--- config.mk ---
export PLATFORM = sky130hd
export DESIGN_NAME = operand_stage
export DESIGN_NICKNAME = d
export VERILOG_FILES = /design/src/rtl/operand_stage_pkg.sv /design/src/rtl/regfile_2r1w.sv /design/src/rtl/operand_stage.sv
export SDC_FILE = /design/constraint.sdc
export NUM_CORES = 2
export LEC_CHECK = 0
export CORE_MARGIN = 3
export CORE_UTILIZATION = 45
export DETAILED_ROUTE_END_ITERATION = 10
export GPL_TIMING_DRIVEN = 0
export SETUP_SLACK_MARGIN = 0.4
export SLEW_MARGIN = 20
export SYNTH_ARGS = -nofsm -noshare
export SYNTH_HDL_FRONTEND = slang
export SYNTH_SLANG_ARGS = --single-unit
--- constraint.sdc ---
create_clock -name clk -period 2.25 [get_ports clk]
set_input_delay 0.45 -clock clk [delete_from_list [all_inputs] [get_ports clk]]
set_output_delay 0.45 -clock clk [all_outputs]
set_load 0.005 [all_outputs]
--- src/rtl/operand_stage_pkg.sv ---
// Shared definitions for the execute-feed operand stage: datapath width,
// register-address width and the ALU control encodings.
package operand_stage_pkg;

    localparam int unsigned XLEN      = 32;
    localparam int unsigned REG_COUNT = 32;
    localparam int unsigned REG_AW    = $clog2(REG_COUNT);
    localparam int unsigned ALU_CTL_W = 3;

    typedef enum logic [ALU_CTL_W-1:0] {
        ALU_ADD = 3'b000,
        ALU_SUB = 3'b001,
        ALU_AND = 3'b010,
        ALU_OR  = 3'b011,
        ALU_SLT = 3'b101
    } alu_op_e;

endpackage

--- src/rtl/regfile_2r1w.sv ---
// Two-read / one-write integer register file with x0 hardwired to zero.
// Same-cycle write-through bypass is enabled by defining OPERAND_STAGE_BYPASS_EN.
module regfile_2r1w
    import operand_stage_pkg::*;
#(
    parameter int unsigned XLEN       = operand_stage_pkg::XLEN,
    parameter int unsigned REG_COUNT  = operand_stage_pkg::REG_COUNT,
    parameter int unsigned RESET_REGS = 1
) (
    input  logic                         clk,
    input  logic                         reset,
    input  logic [$clog2(REG_COUNT)-1:0] raddr1,
    input  logic [$clog2(REG_COUNT)-1:0] raddr2,
    output logic [XLEN-1:0]              rdata1,
    output logic [XLEN-1:0]              rdata2,
    input  logic                         wb_en,
    input  logic [$clog2(REG_COUNT)-1:0] wb_addr,
    input  logic [XLEN-1:0]              wb_data
);

    logic [XLEN-1:0] regs [REG_COUNT];
    logic            wb_live;

    assign wb_live = wb_en && (wb_addr != '0);

    // Reset takes priority over a same-cycle writeback, even when the array is not cleared.
    always_ff @(posedge clk) begin
        if (reset) begin
            if (RESET_REGS != 0) begin
                for (int unsigned i = 0; i < REG_COUNT; i++) begin
                    regs[i] <= '0;
                end
            end
        end else if (wb_live) begin
            regs[wb_addr] <= wb_data;
        end
    end

    always_comb begin
        rdata1 = (raddr1 == '0) ? '0 : regs[raddr1];
`ifdef OPERAND_STAGE_BYPASS_EN
        if (wb_live && (wb_addr == raddr1)) begin
            rdata1 = wb_data;
        end
`endif
    end

    always_comb begin
        rdata2 = (raddr2 == '0) ? '0 : regs[raddr2];
`ifdef OPERAND_STAGE_BYPASS_EN
        if (wb_live && (wb_addr == raddr2)) begin
            rdata2 = wb_data;
        end
`endif
    end

endmodule

--- src/rtl/operand_stage.sv ---
// Execute-feed stage: register-file read, SrcB select and a single-entry
// valid/ready slot driving the ALU. Optional bypass: OPERAND_STAGE_BYPASS_EN.
module operand_stage
    import operand_stage_pkg::*;
#(
    parameter int unsigned XLEN       = operand_stage_pkg::XLEN,
    parameter int unsigned REG_COUNT  = operand_stage_pkg::REG_COUNT,
    parameter int unsigned RESET_REGS = 1
) (
    input  logic                                   clk,
    input  logic                                   reset,
    input  logic                                   in_valid,
    output logic                                   in_ready,
    input  logic [$clog2(REG_COUNT)-1:0]           rs1,
    input  logic [$clog2(REG_COUNT)-1:0]           rs2,
    input  logic [$clog2(REG_COUNT)-1:0]           rd,
    input  logic [XLEN-1:0]                        imm,
    input  logic                                   alu_src,
    input  logic [operand_stage_pkg::ALU_CTL_W-1:0] alu_control_in,
    input  logic                                   reg_write_in,
    input  logic                                   flush,
    input  logic                                   wb_en,
    input  logic [$clog2(REG_COUNT)-1:0]           wb_addr,
    input  logic [XLEN-1:0]                        wb_data,
    output logic                                   out_valid,
    input  logic                                   out_ready,
    output logic [XLEN-1:0]                        SrcA,
    output logic [XLEN-1:0]                        SrcB,
    output logic [operand_stage_pkg::ALU_CTL_W-1:0] ALUControl,
    output logic [$clog2(REG_COUNT)-1:0]           out_rd,
    output logic                                   out_reg_write
);

    logic [XLEN-1:0] rs1_data;
    logic [XLEN-1:0] rs2_data;
    logic [XLEN-1:0] srcb_sel;
    logic            accept;

    regfile_2r1w #(
        .XLEN       (XLEN),
        .REG_COUNT  (REG_COUNT),
        .RESET_REGS (RESET_REGS)
    ) u_regfile (
        .clk     (clk),
        .reset   (reset),
        .raddr1  (rs1),
        .raddr2  (rs2),
        .rdata1  (rs1_data),
        .rdata2  (rs2_data),
        .wb_en   (wb_en),
        .wb_addr (wb_addr),
        .wb_data (wb_data)
    );

    assign in_ready = !out_valid || out_ready;
    // in_ready deliberately ignores flush; a flushed cycle simply never loads.
    assign accept   = in_valid && in_ready && !flush;

    always_comb begin
        srcb_sel = alu_src ? imm : rs2_data;
    end

    always_ff @(posedge clk) begin
        if (reset) begin
            out_valid     <= 1'b0;
            SrcA          <= '0;
            SrcB          <= '0;
            ALUControl    <= '0;
            out_rd        <= '0;
            out_reg_write <= 1'b0;
        end else if (flush) begin
            out_valid <= 1'b0;
        end else if (accept) begin
            out_valid     <= 1'b1;
            SrcA          <= rs1_data;
            SrcB          <= srcb_sel;
            ALUControl    <= alu_control_in;
            out_rd        <= rd;
            out_reg_write <= reg_write_in;
        end else if (out_ready) begin
            out_valid <= 1'b0;
        end
    end

endmodule

# Word level (Yosys, flattened, before mapping)
# Memory sizes are Yosys's and may differ from the RTL's.
# Cells that the tools add are included.
[classes] magnitude_cmp=0 n_reduce_logical=13 mux=13 bitwise=1 n_shift=0 add_sub_neg=0 div=0 n_mul=0 n_eq_ne=0
[op_table] operator="2-to-1 mux 32 bit" count=4
[op_table] operator="OR reduction 32 bit" count=1
[op_table] operator="zero test 5 bit" count=2
[op_table] operator="2-to-1 mux 1 bit" count=8
[op_table] operator="2-to-1 mux 5 bit" count=1
[op_table] operator="nonzero test 5 bit" count=1
[op_table] operator="logical AND 1 bit" count=3
[op_table] operator="zero test 1 bit" count=2
[op_table] operator="AND reduction 2 bit" count=1
[op_table] operator="nonzero test 2 bit" count=1
[op_table] operator="OR reduction 2 bit" count=1
[op_table] operator="logical OR 1 bit" count=1
[op_table] operator="inverter 1 bit" count=1
[word_totals] mem_count=1 mem_bits_rw=1024 output_inout_bits=75 wordCells=34 rom_bits=0 latchBits=0 regBits=74
[memory_table] name="u_regfile.regs" depth=32 width=32 rd=2 rd_clocked_by_memory_dff=0 write_ports=32 line="regfile_2r1w.sv:21" source="logic [XLEN-1:0] regs [REG_COUNT];"

# Depth between registers and ports, before layout
[logic_depth] word_depth=7 ltp_mapped=9 ltp_nobuf=5

# Cells and area by module
# From an unflattened synthesis, not the netlist that was laid out.
[unflattened] hier_cells=3842 area_unflattened_um2=57576.5
[modules_own_cells] module="regfile_2r1w" area_each_um2=54232.0 seq_area_each_um2=30749.5 cells_per_inst=3502 n_inst=1
[modules_own_cells] module="operand_stage" area_each_um2=3344.5 seq_area_each_um2=1481.4 cells_per_inst=340 n_inst=1

# Worst setup path after synthesis
# Ideal clock, no wire load.
[synth_timing] path_type="input to register" from="in reset" to="mem u_regfile.regs[31][0] (enable)" path_stages=5 arrival_ns=1.964 setup_slack_ns=-0.089 setup_ns=0.375 path_cell_list="clkbuf_1 > clkbuf_1 > clkbuf_1 > clkbuf_1 > or2_2"
[synth_rtl] element="from (decl)" line="operand_stage.sv:11" source="input logic reset,"
[synth_rtl] element="to (decl)" line="regfile_2r1w.sv:21"

# Worst setup path after layout
[layout_timing] from="in rs1[1]" to="reg SrcA[25]"
[layout_between] elab_chain_len=2
[layout_rtl] element="from (decl)" line="operand_stage.sv:14" source="input logic [$clog2(REG_COUNT)-1:0] rs1,"
[layout_rtl] element="memory read (32 x 32 bit) or zero test 5 bit (tied branches)"
[layout_rtl] element="2-to-1 mux 32 bit (*)" line="regfile_2r1w.sv:40" source="rdata1 = (raddr1 == '0) ? '0 : regs[raddr1];"
[layout_rtl] element="to (signal assigned)" line="operand_stage.sv:75" source="SrcA <= rs1_data;"
[layout_rtl] element="to (decl)" line="operand_stage.sv:27" source="output logic [XLEN-1:0] SrcA,"
# Mark *: on every way between the ends. The rest lies on a longest branch, timed or not.
# A chain may end at the register's enable or synchronous reset.

==> flow_metrics.py <==
metrics = {
    "pwr": {
        "p_per_area_nw_per_um2": 725.9,
        "power.leakage_nw": 26.04,
        "ir_worst_vdd_v": 0.0006352,
        "total_power_mw": 52.18,
    },
    "floorplan": {
        "ioPinCount": 170,
        "start_util_pct": 45.49,
        "die_w_um": 363.2,
        "core_um2": 126200,
        "die_y_um": 363.2,
        "num_rows": 130,
        "dieArea_um2": 131900,
    },
    "clocking": {
        "cts-htree-levels": 3,
        "clock_latency_ns": 0.74,
        "hold_buffers": 0,
        "cts_buffer_depth": 3,
        "clock_sinks": 1098,
        "cts_tree": "built",
        "cts_buffers": 120,
        "cts_root_buffer": "clkbuf_16",
        "path_clk_slew_ns": 0.06,
    },
    "timing": {
        "finalSetupTns_ns": 0,
        "setup_violations": 0,
        "finClkSkew_ns": 0.02636,
        "rsz0062_at_grt": "true",
        "tightest_slew_ns": 1.074,
        "drv_slew": 0,
        "maxSlewHeadroom_pct": 28.42,
        "fin_crit_sh_pct": 91.52,
        "hold_violations": 0,
        "worst_slack_ns": 0.1909,
        "fmax_mhz": 485.6,
        "period_needed_ns": 2.059,
    },
    "worst_setup_path": {
        "endpoint": "SrcA[25]",
        "critPathLaunchType": "input port",
        "crit_start": "rs1[1]",
        "r2r-end": "SrcA[25]",
        "ff2ff_path_depth": 9,
        "r2r_start": "out_valid",
        "worstSetupPathType": "input port to register",
        "cp.arrival_ns": 2.66,
        "endpoint_kind": "register",
        "r2r_setup_slack_ns": 0.21,
        "worstPathRequired_ns": 2.85,
        "crit_fanout": 10,
    },
    "yosys": {
        "syn_avg_cell_area_um2": 14.83,
        "ys_seq_area_share_pct": 56.13,
        "synth_edf_count": 1024,
        "synth_cells": 3871,
        "ys.flop_type": "edfxtp_1",
        "ys_ff_latch": 1098,
        "ys_warn_count": 0,
        "syn-cell-area_um2": 57420,
        "synth_cell_types": 38,
        "async_flop_share_pct": 0,
    },
    "place": {
        "dp.cells": 5714,
        "place_congestion": 0.9778,
        "place_worst_setup_slack_ns": -1.978,
        "portBuffers": 161,
        "dp_hpwl_um": 166900,
    },
    "cells_and_area": {
        "final-seq-area_um2": 32360,
        "drive_above_1_share_pct": 35.13,
        "syn_to_final_growth_pct": 25.19,
        "fin_util_pct": 56.95,
        "num-nets-final": 4494,
        "final_common_cell": "edfxtp_1",
        "n_fill_cell": 9970,
        "layout_common_cells": "edfxtp_1 (1,024), and2_1 (992), mux4_2 (480)",
        "stdcell_count": 6164,
        "multi_input_area_um2": 25530,
    },
    "drt": {
        "vias_per_cell": 6.491,
        "wire_per_inst_um": 38.95,
        "routed-via-count": 40010,
        "drtIter0Drc": 6090,
        "drcViolationCount": 0,
        "firstDrtPassIters": 6,
        "totalWireLength_um": 240100,
        "drt.antenna.violating_nets": 0,
    },
    "grt": {
        "grt_pass1_wl_um": 320800,
        "gr-total-overflow": 0,
        "globalRouteTotalUtil_pct": 36.11,
        "antenna_found_initial": 21,
        "grt_pass1_vias": 38830,
        "grt_max_degree": 33,
    },
    "status": {
        "status": "finished, final reports clean",
    },
    "hold_path": {
        "hp-class": "input port to register",
    },
    "run": {
        "maxCapViolCount": 0,
    },
}
## metal layers
metal | global-route usage [%] | share of wire [%]
met1 | 47.18 | 36
met2 | 53.80 | 44
met3 | 12.93 | 14
met4 | 17.41 | 5.8
met5 | 0 | 0.034
## critical path: stages
cell	delay, ns
clkbuf_2	0.42
clkbuf_1	0.68
mux2_2	0.44
a22oi_2	0.51
nand3_1	0.14
## registers in the layout, summed over array words and instances, names as in the netlist
register,cells
u_regfile.regs,1024
SrcA,32
SrcB,32
out_rd,5
ALUControl,3
out_reg_write,1
out_valid,1
## logic make-up (layout without fill, tap and decap cells)
logic type	count (synthesis)	after routing	synth area share (%)
compound gates	299	299	3.685
simple gates	1342	1376	13.85
other cells	1	40	0.006531
mux	717	717	23.21
buf+inv	414	984	3.114
flops	1098	1098	56.13
## timing repair
| action | in CTS | in global routing |
|---|---|---|
| cloned | 34 | 3 |
| pin swaps | 78 | 74 |
| endpoints found under the setup margin | 2150 | 1997 |
| resized for setup | 686 | 380 |
| buffers inserted | 143 | 33 |
| endpoints found under the hold margin | 0 | 0 |
## worst min-delay path by stage
stage | from | to | slack (ns) | cells after the start
after floorplan | ALUControl[0] | ALUControl[0] | 0.45 | 2
after global placement | out_rd[1] | out_rd[1] | 0.44 | 2
after detailed placement | out_reg_write | out_reg_write | 0.45 | 2
after CTS | alu_src | SrcB[31] | 0.24 | 4
after global routing | alu_control_in[0] | ALUControl[0] | 0.27 | 3
final | alu_control_in[2] | ALUControl[2] | 0.25 | 3
## through the flow
| stage | hold WS [ns] | instance area, µm² |
|---|---|---|
| floorplan | 0.4527 | 57920 |
| global placement | 0.4438 | 61590 |
| detailed placement | 0.4501 | 61640 |
| CTS | 0.2356 | 70310 |
| global route | 0.2744 | 71870 |
| finish | 0.2534 | 71890 |
## report_power, final
group | switching (mW) | internal [mW] | leakage (nW)
Clock | 8.59 | 11.4 | 1.91
Combinational | 4.42 | 3.50 | 13.7
Sequential | 0.743 | 23.5 | 10.4
## layout make-up
cell class,count,share of cell area [%]
antenna,8,0.02785
buffer,413,4.663
clock buffer,162,4.583
clock inverter,67,0.8181
inverter,1,0.005222
multi-input combinational,2424,35.52
sequential,1098,45.02
tap,1650,2.872
timing repair buffer,341,6.494
## synthesized netlist by cell type, drive strengths merged, types with 13 or more instances
master,number,area share [%]
mux4,480,19
nor4,20,0.22
o21bai,19,0.25
a22oi,32,0.42
a211oi,38,0.50
a221oi,13,0.20
nor2b,22,0.24
o22ai,32,0.35
a21oi,86,0.75
nor2,57,0.37
mux2,116,2.3
buf,112,1.1
a211o,13,0.20
a2111oi,32,0.49
nand2,79,0.52
or2,32,0.35
and2,993,11
o221ai,19,0.29
mux2i,121,2.1
edfxtp,1024,54
o2111ai,13,0.20
nor3,13,0.11
nand3,79,0.69
dfxtp,74,2.6
or3,34,0.37
clkbuf,301,2.0
(Power assumes the default switching activity.)
